--- src/rtl/piece_shifter.sv ---
// piece_shifter: horizontal movement controller for a falling piece.
//
// Tracks the column of a 4x4 piece footprint and moves it left/right from
// two level-sensitive buttons, with delayed auto-shift (DAS) followed by
// periodic auto-repeat (ARR). Each move attempt is checked combinationally
// against the board walls, floor and settled cells.
//
// Ports:
//   clk_i          clock, all state updates on rising edge
//   rst_ni         asynchronous active-low reset
//   spawn_i        pulse: new piece loaded, column returns to SPAWN_X
//   move_left_i    level: left button held
//   move_right_i   level: right button held
//   piece_mask_i   4x4 footprint [r][c], 1 = occupied
//   piece_row_i    board row of footprint row 0
//   board_occ_i    settled-cell occupancy [row][col]
//   piece_x_o      signed board column of footprint column 0
//   shifted_o      one-cycle pulse: a move was accepted
//   blocked_o      one-cycle pulse: a move attempt was rejected
module piece_shifter #(
  parameter int BOARD_W    = 10,
  parameter int BOARD_H    = 22,
  parameter int SPAWN_X    = 3,
  parameter int DAS_DELAY  = 16,
  parameter int ARR_PERIOD = 4,
  parameter int XW         = $clog2(BOARD_W) + 2
) (
  input  logic                              clk_i,
  input  logic                              rst_ni,
  input  logic                              spawn_i,
  input  logic                              move_left_i,
  input  logic                              move_right_i,
  input  logic [3:0][3:0]                   piece_mask_i,
  input  logic [$clog2(BOARD_H)-1:0]        piece_row_i,
  input  logic [BOARD_H-1:0][BOARD_W-1:0]   board_occ_i,
  output logic signed [XW-1:0]              piece_x_o,
  output logic                              shifted_o,
  output logic                              blocked_o
);

  localparam int RW   = $clog2(BOARD_H);
  localparam int CW   = $clog2(BOARD_W);
  localparam int CMAX = (DAS_DELAY > ARR_PERIOD) ? DAS_DELAY : ARR_PERIOD;
  localparam int CNTW = (CMAX > 1) ? $clog2(CMAX) : 1;

  localparam logic [CNTW-1:0]      DAS_LOAD = CNTW'(DAS_DELAY - 1);
  localparam logic [CNTW-1:0]      ARR_LOAD = CNTW'(ARR_PERIOD - 1);
  localparam logic signed [XW-1:0] SPAWN_XV = XW'(SPAWN_X);

  typedef enum logic [1:0] {IDLE, DAS, REPEAT} state_e;

  state_e                state_q, state_d;
  logic [CNTW-1:0]       cnt_q, cnt_d;
  logic                  dir_q, dir_d;      // 1 = right
  logic signed [XW-1:0]  piece_x_q, piece_x_d;
  logic                  shifted_q, shifted_d;
  logic                  blocked_q, blocked_d;

  logic                  one_btn;
  logic                  attempt;
  logic signed [XW-1:0]  cand_x;
  logic [15:0]           cell_ok;
  logic                  legal;

  assign one_btn = move_left_i ^ move_right_i;

  // Every attempt is made in the currently held direction, so the candidate
  // only depends on move_right_i.
  assign cand_x = move_right_i ? piece_x_q + XW'(1) : piece_x_q - XW'(1);

  // Per-cell legality of the candidate position. Columns are widened by two
  // bits so a negative column is seen as negative rather than wrapping.
  for (genvar gi = 0; gi < 16; gi++) begin : g_cell
    localparam int R = gi / 4;
    localparam int C = gi % 4;
    localparam logic signed [XW+1:0] COL_LIM = (XW+2)'(BOARD_W);
    localparam logic [RW+1:0]        ROW_LIM = (RW+2)'(BOARD_H);

    logic signed [XW+1:0] col;
    logic [RW+1:0]        row;
    logic                 in_range;

    assign col      = {{2{cand_x[XW-1]}}, cand_x} + (XW+2)'(C);
    assign row      = {2'b00, piece_row_i} + (RW+2)'(R);
    assign in_range = !col[XW+1] && (col < COL_LIM) && (row < ROW_LIM);
    // The occupancy lookup is only trusted when the cell is in range.
    assign cell_ok[gi] = !piece_mask_i[R][C] ||
                         (in_range && !board_occ_i[row[RW-1:0]][col[CW-1:0]]);
  end

  assign legal = &cell_ok;

  // State register.
  always_ff @(posedge clk_i or negedge rst_ni) begin
    if (!rst_ni) begin
      state_q   <= IDLE;
      cnt_q     <= '0;
      dir_q     <= 1'b0;
      piece_x_q <= SPAWN_XV;
      shifted_q <= 1'b0;
      blocked_q <= 1'b0;
    end else begin
      state_q   <= state_d;
      cnt_q     <= cnt_d;
      dir_q     <= dir_d;
      piece_x_q <= piece_x_d;
      shifted_q <= shifted_d;
      blocked_q <= blocked_d;
    end
  end

  // Next-state logic: DAS/ARR timing and attempt generation. A reversal in
  // DAS or REPEAT is handled exactly like a fresh press from IDLE.
  always_comb begin
    state_d = state_q;
    cnt_d   = cnt_q;
    dir_d   = dir_q;
    attempt = 1'b0;
    if (spawn_i) begin
      state_d = IDLE;
      cnt_d   = '0;
    end else begin
      case (state_q)
        IDLE: begin
          if (one_btn) begin
            attempt = 1'b1;
            dir_d   = move_right_i;
            cnt_d   = DAS_LOAD;
            state_d = DAS;
          end
        end
        DAS, REPEAT: begin
          if (!one_btn) begin
            state_d = IDLE;
            cnt_d   = '0;
          end else if (move_right_i != dir_q) begin
            attempt = 1'b1;
            dir_d   = move_right_i;
            cnt_d   = DAS_LOAD;
            state_d = DAS;
          end else if (cnt_q == '0) begin
            attempt = 1'b1;
            cnt_d   = ARR_LOAD;
            state_d = REPEAT;
          end else begin
            cnt_d = cnt_q - CNTW'(1);
          end
        end
        default: begin
          state_d = IDLE;
          cnt_d   = '0;
        end
      endcase
    end
  end

  // Output logic: resolve the attempt against the legality check.
  always_comb begin
    piece_x_d = piece_x_q;
    shifted_d = 1'b0;
    blocked_d = 1'b0;
    if (spawn_i) begin
      piece_x_d = SPAWN_XV;
    end else if (attempt) begin
      if (legal) begin
        piece_x_d = cand_x;
        shifted_d = 1'b1;
      end else begin
        blocked_d = 1'b1;
      end
    end
  end

  assign piece_x_o = piece_x_q;
  assign shifted_o = shifted_q;
  assign blocked_o = blocked_q;

endmodule

--- config.mk ---
export PLATFORM = sky130hd
export DESIGN_NAME = piece_shifter
export DESIGN_NICKNAME = d
export VERILOG_FILES = /design/src/rtl/piece_shifter.sv
export SDC_FILE = /design/constraint.sdc
export NUM_CORES = 1
export LEC_CHECK = 0
export ABC_AREA = 1
export CORE_MARGIN = 2
export CORE_UTILIZATION = 30
export CTS_BUF_LIST = sky130_fd_sc_hd__clkbuf_8
export DETAILED_ROUTE_END_ITERATION = 10
export GPL_TIMING_DRIVEN = 0
export PLACE_DENSITY = 0.59
export SYNTH_ARGS = -nofsm -noshare
export SYNTH_HDL_FRONTEND = slang
export SYNTH_SLANG_ARGS = --single-unit
--- constraint.sdc ---
create_clock -name clk_i -period 3.05 [get_ports clk_i]
set_input_delay 0.61 -clock clk_i [delete_from_list [all_inputs] [get_ports clk_i]]
set_output_delay 0.61 -clock clk_i [all_outputs]
set_load 0.05 [all_outputs]
; Word-level counts from Yosys, hierarchy flattened
; Cells that the tools add are included.
[op_classes]
add_sub_neg = 9
order_cmp = 16
n_eq_ne = 8
bitwise_logic = 2
reduce_logical = 98
muxes = 72
[ops]
columns = cell, count
row1 = binary-select mux 10 bit (select 5 bit), 4
row2 = binary-select mux 1 bit (select 4 bit), 16
row3 = 2-to-1 mux 10 bit, 4
row4 = logical AND 1 bit, 36
row5 = zero test 1 bit, 36
row6 = 2-to-1 mux 1 bit, 30
row7 = < comparator 5 x 6 -> 1 bit (second input constant), 4
row8 = < comparator 6 x 5 -> 1 bit (second input constant), 4
row9 = 2-to-1 mux 6 bit, 4
row10 = < comparator 7 x 5 -> 1 bit (second input constant), 3
row11 = < comparator 4 x 5 -> 1 bit (second input constant), 4
row12 = 2-to-1 mux 4 bit, 5
row13 = logical OR 1 bit, 16
row14 = AND reduction 16 bit, 1
row15 = adder 6 x 3 -> 7 bit (second input constant), 2
row16 = adder 5 x 2 -> 6 bit (second input constant), 2
row17 = 2-to-1 mux 2 bit, 5
row18 = case mux 4 bit (2 select lines), 1
row19 = adder 6 x 2 -> 7 bit (second input constant), 1
row20 = adder 5 x 1 -> 6 bit (second input constant), 1
row21 = adder 6 x 2 -> 6 bit (second input constant), 1
row22 = inequality test 2 bit (second input constant), 3
row23 = nonzero test 2 bit, 3
row24 = subtractor 6 x 2 -> 6 bit (second input constant), 1
row25 = 16 further kinds, 18
[word_totals]
inputBits = 246
wordCells = 211
out_inout_bits = 8
ff_bits = 15

; Longest topological paths before layout
; Gate-level depths: netlist (run 1).
[depth]
depth_word = 12
depth_mapped = 28
mapped_depth_nobuf = 25

; Worst setup path before layout (run 1)
; OpenSTA, ideal clock, no wires.
[synth_path]
path_type = input to register
startpoint = input port move_right_i
endpoint = register piece_x_q[5], in the netlist piece_x_o[5]
path_slack_ns = -0.533
n_path_buf = 1
setup_ns = 0.120
cell_stages = 24
required_ns = 2.930
arrival_ns = 3.463
path_cell_list = inv_1 -> fa_1 -> nand2_1 -> inv_1 -> nor2_1 -> clkbuf_1 -> ha_1 -> a21oi_1 -> inv_1 -> nand2_1 -> nand2_1 -> nor2_1 -> a21oi_1 -> nand3_1 -> nor2_1 -> nand2_1 -> nand2_1 -> nand2_1 -> nor2_1 -> nand2_1 -> nor2_4 -> nand2_2 -> nand3_1 -> nand2_1
[synth_between]
elab_chain_len = 10
word_cells_on_any_way = 126
classes_between = add/sub (3) / order compare (4) / eq/ne (1) / mux (41) / bitwise (1) / reduce/logical (76)
[synth_rtl]
columns = item, line
row1 = "start, declared", 32  ; input logic move_right_i,
row2 = 2-to-1 mux 6 bit, 69  ; assign cand_x = move_right_i ? piece_x_q + XW'(1) : piece_x_q - XW'(1);
row3 = adder 6 x 2 -> 7 bit or adder 6 x 3 -> 7 bit (tied branches), 83  ; assign col = {{2{cand_x[XW-1]}}, cand_x} + (XW+2)'(C);
row4 = < comparator 7 x 5 -> 1 bit (tied with other cells), 85  ; assign in_range = !col[XW+1] && (col < COL_LIM) && (row < ROW_LIM);
row5 = logical AND 1 bit or 2-to-1 mux 1 bit (tied branches), "85, 88"
row6 = logical AND 1 bit or zero test 1 bit (tied branches), "85, 88"
row7 = logical AND 1 bit, 88  ; (in_range && !board_occ_i[row[RW-1:0]][col[CW-1:0]]);
row8 = logical OR 1 bit, 87  ; assign cell_ok[gi] = !piece_mask_i[R][C] ||
row9 = AND reduction 16 bit, 91  ; assign legal = &cell_ok;
row10 = nonzero test 2 bit (no source line), --
row11 = AND reduction 2 bit (no source line), --
row12 = "end signal, assigned", 106  ; piece_x_q <= piece_x_d;
row13 = "end, declared", 55  ; logic signed [XW-1:0] piece_x_q, piece_x_d;
; Several ways; a longest one is shown, not always the timed one. The select of a mux whose other input is x is not followed.
; A chain may end at the register's enable or synchronous reset.

; Worst setup path after layout (run 1)
[layout_path]
startpoint = input port piece_row_i[0]
endpoint = register piece_x_q[4], in the netlist piece_x_o[4]
[layout_between]
elab_chain_len = 11
word_cells_on_any_way = 114
classes_between = add/sub (3) / order compare (4) / mux (40) / reduce/logical (67)
[layout_rtl]
columns = item, line
row1 = "start, declared", 34  ; input logic [$clog2(BOARD_H)-1:0] piece_row_i,
row2 = adder 5 x 1 -> 6 bit or adder 5 x 2 -> 6 bit (tied branches), 84  ; assign row = {2'b00, piece_row_i} + (RW+2)'(R);
row3 = binary-select mux 10 bit (select 5 bit), 88
row4 = 2-to-1 mux 10 bit (implied by the code), 88
row5 = binary-select mux 1 bit (select 4 bit), 88
row6 = 2-to-1 mux 1 bit (implied by the code), 88
row7 = zero test 1 bit, 88
row8 = logical AND 1 bit, 88
row9 = logical OR 1 bit, 87
row10 = AND reduction 16 bit (*), 91
row11 = nonzero test 2 bit (no source line) (*), --
row12 = AND reduction 2 bit (no source line) (*), --
; Every way passes the cells marked *; elsewhere a longest branch is shown, timed or not. The select of a mux whose other input is x is not followed.

==> results.py, run 1 <==
metrics = {
    "die": {
        "die_h_um": 185,
        "fp.dieW_um": 185,
        "pin_count": 254,
        "die-area_um2": 34400,
        "initial_core_util_pct": 30.4,
        "core_um2": 32500,
        "num_rows": 66,
    },
    "setup_path": {
        "critPathLaunchType": "primary input",
        "required_ns": 3.19,
        "crit_top_cell": "nand2_1",
        "reg2reg_depth": 16,
        "path_cells": "buf_12 > buf_4 > buf_4 > clkbuf_4 > o211ai_1 > nand3_1 > nand3_1 > nand3_1 > nand3_1 > nand3_1 > nand2_1 > inv_1 > nand2_1 > nand2_1 > nand2_1 > nand2_1 > nand2_1 > nor2_1 > nand2_2 > nor2_4 > nand2_4 > nand3_2 > nand2_1",
        "max_stage_delay_ns": 0.35,
        "worstSetupEndpointType": "flop",
        "path_class": "in2reg",
        "crit_path_top_delay_cell": "clkbuf_4",
        "critPathMaxFanout": 10,
        "arrival_ns": 3.64,
    },
    "yosys": {
        "yosysWarnings": 0,
        "ys_types": 38,
        "synth_area_leaders": "nand2_1 34%, nand3_1 25%, o21ai_0 5.3%",
        "synth-main-ff-cell": "dfrtp_1",
        "synth_nets": 2390,
        "yosysMostFrequentCell": "nand2_1",
        "synth_edf_count": 0,
        "ys_seq_area_share_pct": 3.83,
        "syn_avg_cell_area_um2": 4.64,
        "syn_inst": 2127,
        "syn_area_um2": 9880,
        "yosys-top-cells-count": "897 x nand2_1, 502 x nand3_1, 134 x inv_1",
        "synth_top_area_share_pct": 34.1,
        "yosysTopAreaCell": "nand2_1",
        "synth-async-reset-ratio_pct": 100,
        "ys_ff_latch": 15,
    },
    "clocking": {
        "clockBufferDepth": 2,
        "cts_buffers": 3,
        "cts_tree": "built",
        "clk_pin_slew_ns": 0.06,
        "clock_latency_ns": 0.25,
        "cts_root_buf": "clkbuf_8",
        "clkSinkCount": 15,
        "holdBufCountCts": 0,
        "ctsHtreeMaxLevel": 1,
    },
    "placement": {
        "globalplace.congestion": 1.09,
        "placed_area_um2": 13100,
        "io_buffers": 252,
        "dp.cells": 2821,
        "dp_hpwl_um": 55500,
        "place_ws_ns": -2.32,
    },
    "route": {
        "wire_per_inst_um": 24.3,
        "drt_pass1_iterations": 6,
        "avgViaCountPerCell": 5.85,
        "drc": 0,
        "vias": 16900,
        "wl_um": 70100,
        "drt_iter0_markers": 2616,
        "final_antenna_net_count": 0,
    },
    "sta": {
        "max_freq_mhz": 285,
        "hold_violations": 0,
        "min_period_ns": 3.51,
        "rsz0062_at_grt": "yes",
        "drv_slew": 0,
        "setup_viol": 8,
        "holdWs_ns": 0.554,
        "fin_ws_ns": -0.458,
        "min_period_over_period_pct": 115,
        "maxSlewHeadroom_pct": 45.2,
        "tightest_slew_ns": 0.822,
        "finClkSkew_ns": 0.00623,
    },
    "run_status": {
        "violations": "negative setup slack",
        "status": "complete, but fails checks",
    },
    "final_layout": {
        "regArea_um2": 378,
        "fin_cells": 2881,
        "design_area_um2": 15100,
        "diodes": 0,
        "area_growth_pct": 53.1,
        "multiInputGateArea_um2": 9520,
        "num-nets-final": 2703,
        "drive_gt1_share_pct": 18.7,
        "fillers": 3468,
    },
    "power": {
        "p_per_area_nw_per_um2": 418,
        "peakVddDrop_mv": 0.396,
        "leakagePower_uw": 0.00726,
        "power.share.clock_pct": 2.6,
        "pwr-share-comb_pct": 92.7,
        "p_int_uw": 2520,
        "power_uw": 6320,
        "power_switching_uw": 3800,
        "power.switching_fraction_pct": 60.2,
        "sequentialPowerShare_pct": 4.7,
    },
    "global_routing": {
        "overflow": 0,
        "grt_use_total_pct": 39.7,
        "grt_max_degree": 16,
        "antenna_found_initial": 1,
        "grt_pass1_vias": 15400,
        "grt_pass1_wl_um": 99900,
    },
    "hold_path": {
        "min_path_cells": 2,
        "hp-class": "reg2reg",
    },
    "job": {
        "maxCapViolCount": 0,
    },
}
==> path summary, 6_finish.rpt <==
| path | start | endpoint | slack (ns) |
|---|---|---|---|
| max | piece_row_i[0] | piece_x_o[4]$_DFFE_PN0P_ | -0.46 |
| max reg2reg | piece_x_o[1]$_DFFE_PN1P_ | blocked_o$_DFF_PN0_ | -0.29 |
| min | dir_q$_DFFE_PN0P_ | dir_q$_DFFE_PN0P_ | 0.55 |
| min in group asynchronous | rst_ni | shifted_o$_DFF_PN0_ | 0.78 |
| min reg2reg | dir_q$_DFFE_PN0P_ | dir_q$_DFFE_PN0P_ | 0.55 |
| max in group asynchronous | rst_ni | cnt_q[3]$_DFFE_PN0P_ | 1.81 |
==> area by class of cell <==
| cell class | count | area share [%] |
|---|---|---|
| multi-input combinational | 1834 | 63.0 |
| timing repair buffer | 310 | 20.2 |
| buffer | 130 | 6.50 |
| inverter | 146 | 3.87 |
| tap | 442 | 3.66 |
| sequential | 15 | 2.50 |
| clock buffer | 3 | 0.273 |
| clock inverter | 1 | 0.0331 |
==> state kept, by name, indices dropped and copies added, names as in the netlist <==
signal     cells
blocked_o      1
cnt_q          4
dir_q          1
piece_x_o      6
shifted_o      1
state_q        2
==> cells by family after synthesis <==
group / Yosys count / synth area share, %
simple gates: 1596 / 69.1
xor+xnor: 12 / 1.29
buf+inv: 278 / 11.5
fa+ha+maj: 17 / 2.23
mux: 6 / 0.608
compound gates: 203 / 11.5
flops: 15 / 3.83
==> worst max-delay path: cells and delay by family <==
family	cells	cell delay (ns)
and+or+nand+nor	17	1.86
AOI/OAI and AO/OA	1	0.15
buffers and inverters	5	0.99
==> through the flow <==
step | setup TNS [ns] | util [%]
after floorplan | -1.57 | -
after global placement | -18.27 | 40.3
after detailed placement | -18.23 | 40.3
after CTS | -3.31 | 43.9
after global routing | -4.18 | 46.6
final | -3.43 | 46.6
==> power by group through the flow <==
stage | clock [uW] | sequential (uW) | combinational, uW
after floorplan | 0 | 336 | 2870
after global placement | 0 | 296 | 4530
after detailed placement | 0 | 298 | 4560
after CTS | 171 | 296 | 5070
after global routing | 177 | 305 | 6280
final | 165 | 297 | 5860
==> cell usage in the layout, fill, tap and decap left out, types with 8 or more instances in the layout <==
cell type        netlist  final
nand3_1              502    398
nand3_4                0     16
buf_8                  0      8
buf_1                 19     10
buf_4                  5     67
a21oi_1               29     26
dfrtp_1               13     13
buf_6                  1     16
o21ai_0              105     97
o21ai_1               23     29
nand4_1               13     13
buf_2                 49     20
clkdlybuf4s50_1        0    247
o211ai_1              34     34
nand2_2                1     49
or2_2                 49     49
inv_1                134    122
ha_4                   0      8
nor2_1               114     87
nor2_2                 3     23
nor2_4                 1      8
inv_2                  5     10
buf_12                 0      8
clkbuf_2               0     24
nand3_2                0     88
nand2_1              897    842
clkbuf_4               0     15
clkbuf_1              58     16
==> routing by layer <==
| metal | GRT usage [%] | share of wire [%] | vias to the layer above |
|---|---|---|---|
| met1 | 52.8 | 40 | 7695 |
| met5 | 0 | 0.091 | - |
| li1 | - | - | 7566 |
| met4 | 21.8 | 6.5 | 2 |
| met2 | 57.2 | 40 | 1331 |
| met3 | 11.4 | 14 | 273 |
==> what timing repair did <==
item / CTS / global route
setup buffers: 34 / 23
setup endpoints to repair: 8 / 8
pin swaps: 44 / 79
resized for setup: 232 / 210
endpoints found under the hold margin: 0 / 0
gates cloned: 2 / 1
Power figures use the tool's default switching activity.
==> run 2, diff against run 1 <==
- CTS_CLUSTER_SIZE: unset -> 14
- SETUP_SLACK_MARGIN: unset -> 0.02
==> results of run 2 <==
Same layout as run 1: the final DEF is identical, and so are final timing and power.
